`src/rtl/shiftreg_pkg.sv`:
```
`default_nettype none
// ============================================================================
// Module      : shiftreg_pkg
// Description : Shared types for the universal shift register.
//               op_e     - the eight 3-bit commands
//               state_e  - sequencing FSM states (IDLE / SHIFT)
//               is_shift_op() - true for commands that move bits. ROL/ROR
//               count as shifts only when SHIFTREG_ROTATE_EN is defined.
// Revision    : 1.0 - initial release
// ============================================================================
package shiftreg_pkg;

    typedef enum logic [2:0] {
        OP_CLR  = 3'b000,
        OP_LOAD = 3'b001,
        OP_SHL  = 3'b010,
        OP_SHR  = 3'b011,
        OP_SAR  = 3'b100,
        OP_ROL  = 3'b101,
        OP_ROR  = 3'b110,
        OP_NOP  = 3'b111
    } op_e;

    typedef enum logic [0:0] {
        ST_IDLE  = 1'b0,
        ST_SHIFT = 1'b1
    } state_e;

    function automatic logic is_shift_op(input op_e op);
        case (op)
            OP_SHL, OP_SHR, OP_SAR: return 1'b1;
`ifdef SHIFTREG_ROTATE_EN
            OP_ROL, OP_ROR:         return 1'b1;
`endif
            default:                return 1'b0;
        endcase
    endfunction

endpackage
`default_nettype wire

```
`src/rtl/shiftreg_step.sv`:
```
`default_nettype none
// ============================================================================
// Module      : shiftreg_step
// Description : Combinational single-position shift. Given the current
//               register value, the command and the serial fill bit, returns
//               the next register value and the bit shifted out.
//               Rotate branches exist only when SHIFTREG_ROTATE_EN is defined.
// Ports       : i_cur     [WIDTH] current register contents
//               i_op      op_e    shift command
//               i_ser_in  1       serial fill bit (SHL/SHR)
//               o_nxt     [WIDTH] register contents after one step
//               o_ser_out 1       bit leaving the register on this step
// Revision    : 1.0 - initial release
// ============================================================================
module shiftreg_step
    import shiftreg_pkg::*;
#(
    parameter int WIDTH = 8
) (
    input  logic [WIDTH-1:0] i_cur,
    input  op_e              i_op,
    input  logic             i_ser_in,
    output logic [WIDTH-1:0] o_nxt,
    output logic             o_ser_out
);

    always_comb begin
        o_nxt     = i_cur;
        o_ser_out = 1'b0;
        case (i_op)
            OP_SHL: begin
                o_nxt     = {i_cur[WIDTH-2:0], i_ser_in};
                o_ser_out = i_cur[WIDTH-1];
            end
            OP_SHR: begin
                o_nxt     = {i_ser_in, i_cur[WIDTH-1:1]};
                o_ser_out = i_cur[0];
            end
            OP_SAR: begin
                o_nxt     = {i_cur[WIDTH-1], i_cur[WIDTH-1:1]};
                o_ser_out = i_cur[0];
            end
`ifdef SHIFTREG_ROTATE_EN
            OP_ROL: begin
                o_nxt     = {i_cur[WIDTH-2:0], i_cur[WIDTH-1]};
                o_ser_out = i_cur[WIDTH-1];
            end
            OP_ROR: begin
                o_nxt     = {i_cur[0], i_cur[WIDTH-1:1]};
                o_ser_out = i_cur[0];
            end
`endif
            default: begin
                o_nxt     = i_cur;
                o_ser_out = 1'b0;
            end
        endcase
    end

endmodule
`default_nettype wire

```
`src/rtl/shiftreg_universal.sv`:
```
`default_nettype none
// ============================================================================
// Module      : shiftreg_universal
// Description : Parametrised universal shift register with clear, parallel
//               load, SHL/SHR/SAR and optional ROL/ROR. A shift of n
//               positions (n = min(amt, WIDTH)) runs one position per clock;
//               the first step happens on the accept edge.
//               Optional feature macro: SHIFTREG_ROTATE_EN (ROL/ROR enabled;
//               when undefined they behave as NOP).
// Ports       : clk      rising-edge clock
//               rst      asynchronous active-high reset
//               start    command request, accepted only while busy=0
//               op[2:0]  command (see shiftreg_pkg::op_e)
//               amt      shift count, sampled at accept
//               data_in  parallel load value, sampled at accept
//               ser_in   serial fill bit, sampled at every step
//               out      register contents
//               ser_out  bit shifted/rotated out on the latest step
//               busy     multi-step shift in progress
//               done     one-cycle pulse after the completing edge
// Revision    : 1.0 - initial release
// ============================================================================
module shiftreg_universal
    import shiftreg_pkg::*;
#(
    parameter int WIDTH = 8,
    parameter int CNT_W = $clog2(WIDTH + 1)
) (
    input  logic             clk,
    input  logic             rst,
    input  logic             start,
    input  logic [2:0]       op,
    input  logic [CNT_W-1:0] amt,
    input  logic [WIDTH-1:0] data_in,
    input  logic             ser_in,
    output logic [WIDTH-1:0] out,
    output logic             ser_out,
    output logic             busy,
    output logic             done
);

    localparam logic [CNT_W-1:0] c_max_cnt = CNT_W'(WIDTH);
    localparam logic [CNT_W-1:0] c_one     = CNT_W'(1);

    state_e           r_state;
    state_e           w_state_nxt;
    logic [CNT_W-1:0] r_remaining;
    op_e              r_shift_op;
    logic [WIDTH-1:0] r_out;
    logic             r_ser_out;
    logic             r_done;

    op_e              w_op;
    op_e              w_step_op;
    logic             w_accept;
    logic             w_is_shift;
    logic [CNT_W-1:0] w_amt_eff;
    logic [WIDTH-1:0] w_step_out;
    logic             w_step_ser;
    logic             w_last_step;

    assign w_op        = op_e'(op);
    assign w_accept    = start && (r_state == ST_IDLE);
    assign w_is_shift  = is_shift_op(w_op);
    assign w_amt_eff   = (amt > c_max_cnt) ? c_max_cnt : amt;
    assign w_last_step = (r_remaining == c_one);

    // While shifting, the step unit follows the command captured at accept,
    // so new op values on the bus cannot disturb an ongoing shift.
    assign w_step_op = (r_state == ST_SHIFT) ? r_shift_op : w_op;

    shiftreg_step #(
        .WIDTH (WIDTH)
    ) u_step (
        .i_cur     (r_out),
        .i_op      (w_step_op),
        .i_ser_in  (ser_in),
        .o_nxt     (w_step_out),
        .o_ser_out (w_step_ser)
    );

    // ---------------- FSM: state register ----------------
    always_ff @(posedge clk or posedge rst) begin
        if (rst) begin
            r_state <= ST_IDLE;
        end else begin
            r_state <= w_state_nxt;
        end
    end

    // ---------------- FSM: next-state logic ----------------
    always_comb begin
        w_state_nxt = r_state;
        case (r_state)
            ST_IDLE: begin
                if (w_accept && w_is_shift && (w_amt_eff > c_one)) begin
                    w_state_nxt = ST_SHIFT;
                end
            end
            ST_SHIFT: begin
                if (w_last_step) begin
                    w_state_nxt = ST_IDLE;
                end
            end
            default: w_state_nxt = ST_IDLE;
        endcase
    end

    // ---------------- FSM: outputs ----------------
    always_comb begin
        busy = (r_state == ST_SHIFT);
    end

    // ---------------- Datapath ----------------
    always_ff @(posedge clk or posedge rst) begin
        if (rst) begin
            r_out       <= '0;
            r_ser_out   <= 1'b0;
            r_done      <= 1'b0;
            r_remaining <= '0;
            r_shift_op  <= OP_NOP;
        end else begin
            r_done <= 1'b0;
            if (r_state == ST_SHIFT) begin
                r_out       <= w_step_out;
                r_ser_out   <= w_step_ser;
                r_remaining <= r_remaining - c_one;
                if (w_last_step) begin
                    r_done <= 1'b1;
                end
            end else if (w_accept) begin
                case (w_op)
                    OP_CLR: begin
                        r_out     <= '0;
                        r_ser_out <= 1'b0;
                        r_done    <= 1'b1;
                    end
                    OP_LOAD: begin
                        r_out  <= data_in;
                        r_done <= 1'b1;
                    end
                    default: begin
                        // Disabled rotates, NOP and zero-length shifts all
                        // complete immediately without touching the register.
                        if (w_is_shift && (w_amt_eff != '0)) begin
                            r_out     <= w_step_out;
                            r_ser_out <= w_step_ser;
                            if (w_amt_eff == c_one) begin
                                r_done <= 1'b1;
                            end else begin
                                r_remaining <= w_amt_eff - c_one;
                                r_shift_op  <= w_op;
                            end
                        end else begin
                            r_done <= 1'b1;
                        end
                    end
                endcase
            end
        end
    end

    assign out     = r_out;
    assign ser_out = r_ser_out;
    assign done    = r_done;

endmodule
`default_nettype wire

```
`config.mk`:
```
export PLATFORM = sky130hd
export DESIGN_NAME = shiftreg_universal
export DESIGN_NICKNAME = d
export VERILOG_FILES = /design/src/rtl/shiftreg_pkg.sv /design/src/rtl/shiftreg_step.sv /design/src/rtl/shiftreg_universal.sv
export SDC_FILE = /design/constraint.sdc
export NUM_CORES = 1
export LEC_CHECK = 0
export ABC_AREA = 0
export CELL_PAD_IN_SITES_DETAIL_PLACEMENT = 1
export CELL_PAD_IN_SITES_GLOBAL_PLACEMENT = 1
export CORE_ASPECT_RATIO = 0.5
export CORE_UTILIZATION = 38
export DETAILED_ROUTE_END_ITERATION = 8
export GPL_TIMING_DRIVEN = 0
export PLACE_DENSITY_LB_ADDON = 0.05
export SLEW_MARGIN = 40
export SYNTH_ARGS = -nofsm -noshare
export SYNTH_HDL_FRONTEND = slang
export SYNTH_SLANG_ARGS = --single-unit
export TNS_END_PERCENT = 30
```
`constraint.sdc`:
```
create_clock -name clk -period 1.6 [get_ports clk]
set_input_delay 0.16 -clock clk [delete_from_list [all_inputs] [get_ports clk]]
set_output_delay 0.16 -clock clk [all_outputs]
set_load 0.03 [all_outputs]
```
* After elaboration in Yosys (flattened, before gate mapping)
Cells that the tools add are included.
** Word-level totals
- Register bits after elaboration :: 18
- Input port bits :: 19
- Output and inout bits :: 11
- Logic and storage cells :: 69
** Cells by class
- Add/subtract/negate cells :: 2
- Order comparisons :: 2
- Equality and inequality tests :: 12
- Mux-type cells :: 27
- Bitwise logic cells :: 3
- Reduce and logical (&&, ||, !) cells :: 17
** Operator list (count)
- 4-bit two-way mux :: 6
- 8-bit two-way mux :: 3
- 8-bit case mux with 3 select lines :: 1
- 8-bit case mux with 2 select lines :: 1
- 3-bit by 2-bit == test with 1-bit output, second input constant :: 4
- 1-bit two-way mux :: 12
- 4-bit by 1-bit == test with 1-bit output, second input constant :: 2
- 4-bit nonzero test :: 2
- 4-bit by 1-bit subtractor with 4-bit output, second input constant :: 2
- 3-bit == test, second input constant :: 2
- 1-bit case mux with 2 select lines :: 3
- 5-bit AND reduction :: 1
- 4-bit by 1-bit greater-than comparator with 1-bit output, second input constant :: 1
- 4-bit greater-than comparator, second input constant :: 1
- 1-bit logical AND :: 4
- 2-bit != test, second input constant :: 2
- 4-bit AND reduction :: 1
- 2-bit nonzero test :: 2
- 2-bit OR reduction :: 2
- 3-bit by 1-bit == test with 1-bit output, second input constant :: 1
- 3-bit zero test :: 1
- 3-bit two-way mux :: 1
- 1-bit inverter :: 3
- 3-bit AND reduction :: 1
- other kinds (4) :: 4

* Longest topological paths before layout
- Depth after elaboration :: 8
- Gate-level depth with buffers :: 8
- Depth with buffers taken out :: 8

* Cells and area by module
Synthesis repeated with hierarchy kept, for this count alone.
** Unflattened totals
- Cell total of the unflattened synthesis :: 185
- Area, all modules :: 1612.8 um^2
** By module, submodules not included
- shiftreg_universal :: instances 1, cells an instance 125, area an instance 1169.9 um^2, seq. area each 454.2 um^2
- shiftreg_step :: instances 1, cells an instance 60, area an instance 442.9 um^2, seq. area each 0.0 um^2

* Worst setup path after synthesis
Ideal clock, no wire load.
- Path type :: reg-to-reg
- Start point :: register r_state, in the netlist busy
- End point :: register r_out[0], in the netlist out[0]
- Arrival :: 1.623 ns
- Required time :: 1.522 ns
- Path slack :: -0.100 ns
- Cell stages (with the launch flop) :: 6
- Cells stage by stage :: dfrtp_1 clkinv_1 o31ai_4 a22o_1 a21oi_1 o2bb2ai_1
** On the way
- Longest elaborated chain between the ends :: 7
- Elaborated cells on any way between the ends :: 14
- Those cells by class :: eq/ne (3); mux (6); bitwise (1); reduce/logical (4)
** RTL lines
- start: declaration :: line shiftreg_universal.sv:45 : state_e r_state;
- start signal: assignment :: line shiftreg_universal.sv:87 : r_state <= w_state_nxt;
- 3-bit two-way mux :: line shiftreg_universal.sv:70 : assign w_step_op = (r_state == ST_SHIFT) ? r_shift_op : w_op;
- 3-bit == test or 3-bit by 2-bit == test with 1-bit output (tied branches) :: line shiftreg_step.sv:30 : case (i_op)
- 8-bit case mux with 3 select lines :: line shiftreg_step.sv:30
- 8-bit two-way mux :: line shiftreg_universal.sv:145 : if (w_is_shift && (w_amt_eff != '0)) begin
- 8-bit case mux with 2 select lines :: line shiftreg_universal.sv:132 : case (w_op)
- 8-bit two-way mux :: line shiftreg_universal.sv:131 : end else if (w_accept) begin
- 8-bit two-way mux :: line shiftreg_universal.sv:124 : if (r_state == ST_SHIFT) begin
- end signal: assignment :: line shiftreg_universal.sv:125 : r_out <= w_step_out;
- end signal: assignment :: line shiftreg_universal.sv:139 : r_out <= data_in;
- end signal: assignment :: line shiftreg_universal.sv:146 : r_out <= w_step_out;
- end: declaration :: line shiftreg_universal.sv:49 : logic [WIDTH-1:0] r_out;
Several ways; a longest one is shown, not always the timed one. The select of a mux whose other input is x is not followed.
A chain may end at the register's enable or synchronous reset.

* Worst setup path in the final report
- Start point :: register r_state, in the netlist busy
- End point :: register r_out[1], in the netlist out[1]
The elaborated chain is that of the path after synthesis.

==> metrics.txt <==
largest area contributor in the netlist=dfrtp_1; crit path from=busy; outcome=finished with violations; Syn Nets=146; layout cells sized above 1=0.276; EDFF count, synth=0; ANT nets after route=0; Int Pwr=1.63 mW; first-pass GRT wire length=5280 um; ys async rst share=1.00; PortBufs=27; TritonCTS clock tree=done; vias in the first global route=1,098; antenna violations before repair=0; num ports=30; Layout Utilization=0.579; fin crit share=1.00; DR iter-0 viols=34; Worst R2R Start=busy; Sw Pwr=1.32 mW; Worst Path Required=1.78 ns; Initial DRT Pass Iterations=4; Tot GR Track Use=0.195; final worst setup slack=-0.00159 ns; Synth top area share=0.297; Post-Syn Area=1260 um^2; min Tclk post-route=1.60 ns; Static Leakage=0.704 nW; Synth Flop Type=dfrtp_1; ANT cells=0; CTS clk-pin slew, worst paths=0.07 ns; Clock Latency Late Sink=0.26 ns; Non-Filler Instances=203; RSZ-0062 raised after global routing=yes; GRT overflow=0; Max VDD drop=1.08 mV; Clock Skews=0.00446 ns; Wirelength per Cell=15.8 um; HP Class=in2async; Num CTS Buffers=3; Max Cap Viol=0; flip-flop and latch area=455 um^2; Final Hold Fails=0; top achievable clock speed=624 MHz; Cell Pwr Density=1650 nW/um^2; number of synthesized register bits=18; Post-Route WL=3200 um; Area growth syn-to-layout=41.2%; Max Root-Sink Buffers=2; FILL cells=349; Reg power frac=0.326; worst hold slack=0.222 ns; slowest stage cell, crit path=or4b_4; post-DP HPWL=2390 um; Setup violations, final=2; crit path kind=reg2reg; routability cong.=0.712; Core Area=3080 um^2; Avg Vias per Cell=5.65; Synthesis Warnings=0; crit path DAT=1.78 ns; commonest non-fill, non-tap cell in the layout=clkdlybuf4s50_1; largest cells by area after synthesis=dfrtp_1 (30%), dfstp_2 (6.2%), ha_1 (5.0%), a22o_1 (4.9%), o2bb2ai_1 (4.9%); DRC Markers=0; final slew viol count=0; failing checks=setup timing; slew of the pin with the lowest slew margin=0.652 ns; slew margin rel.=0.563; Avg Inst Size Synth=10.4 um^2; CP Max Fanout=8; post-synthesis cell count=122; cell row count=14; Initial Util=0.410; crit start category=flip-flop; CP cell instances=or4b_4, o31ai_4, a22o_1, a21oi_1, o2bb2ai_1; largest net degree at the start of global routing=19; most frequent cells in the layout=clkdlybuf4s50_1 (23), dfrtp_1 (14), buf_4 (10), a21oi_1 (10); dpl cells=189; Gate power share=0.563; Clock power frac=0.111; CTS sink cnt=18; Die ar.=3570 um^2; Die X=83.6 um; Worst setup EP type=flip-flop; area taken by multi-input logic gates=820 um^2; # nets final=188; detailed-route via count=1,146; post-synthesis sequential area ratio=0.359; Sw Ratio=0.448; Crit path largest cell delay=0.54 ns; die height=42.8 um; count of cell types in the netlist=48; Root Driver=clkbuf_8; H-tree depth=1
-- cell type report --
type	count	area share
plain buffers	6	0.0281
repair buffers	37	0.191
flip-flops and latches	18	0.255
clock buffers	4	0.0252
inverters	6	0.0133
well taps	40	0.0281
multi-input cells	92	0.459
-- power by group through the flow --
stage | sequential (mW) | clock, mW | combinational [mW]
3_3_place_gp | 0.937 | 0 | 1.53
4_1_cts | 0.947 | 0.338 | 1.67
6_report | 0.961 | 0.326 | 1.66
2_1_floorplan | 1.13 | 0 | 0.845
3_5_place_dp | 0.950 | 0 | 1.55
5_1_grt | 0.992 | 0.362 | 1.79
-- cell usage after synthesis, drive strengths merged (5+ instances only) --
library cell / count
ha: 5
a21oi: 12
a22o: 7
buf: 5
o2bb2ai: 7
inv: 5
nor2: 8
o21ai: 6
dfrtp: 15
-- sequential cells by signal (all words and copies together), names as in the netlist --
| register | flops |
|---|---|
| done | 1 |
| busy | 1 |
| r_shift_op | 3 |
| ser_out | 1 |
| r_remaining | 4 |
| out | 8 |
-- routing by layer --
metal	GRT usage	up-vias	routed length, um
met2	0.323	29	1470
met1	0.250	563	1550
met4	0.0508	0	16
li1	-	552	-
met5	0	-	0
met3	0.0603	2	168
-- final timing paths --
kind | end | slack [ns] | cells past startpoint
setup / recovery | out[1] | -0.002 | 5
hold / removal | out[4] | 0.22 | 2
setup reg to reg | out[1] | -0.002 | 5
hold reg to reg | r_shift_op[1] | 0.53 | 2
max in group asynchronous | busy | 1.02 | 2
min in group clk | r_shift_op[0] | 0.33 | 2
-- what timing repair did --
action,CTS,global route
resized for setup,17,7
setup buffers,10,0
setup endpoints to repair,16,14
hold buffers,0,0
pin swaps,11,7
hold endpoints to repair,0,0
-- kinds of logic after synthesis --
logic type | share of synthesized area
AO/OA/AOI/OAI | 0.325
XOR/XNOR | 0.0139
adder cells (fa/ha/maj) | 0.0495
buffers and inverters | 0.0554
flip-flops | 0.359
multiplexers | 0.0505
AND/OR/NAND/NOR | 0.147
-- per-stage QoR --
stage	setup TNS, ns	area, um^2	setup WS, ns	total power, mW
2_1_floorplan	0	1270	0.0119	1.97
3_3_place_gp	-10.54	1590	-0.840	2.47
3_5_place_dp	-11.18	1590	-0.870	2.50
4_1_cts	0	1760	0.00762	2.95
5_1_grt	-0.316	1780	-0.0760	3.14
6_report	-0.00260	1780	-0.00159	2.95
-- critical path, delay by kind of cell (launching register included) --
family	cells	cell delay, ns
compound gates	4	0.53
simple gates	1	0.54
flops	1	0.45
(Power assumes the default switching activity.)
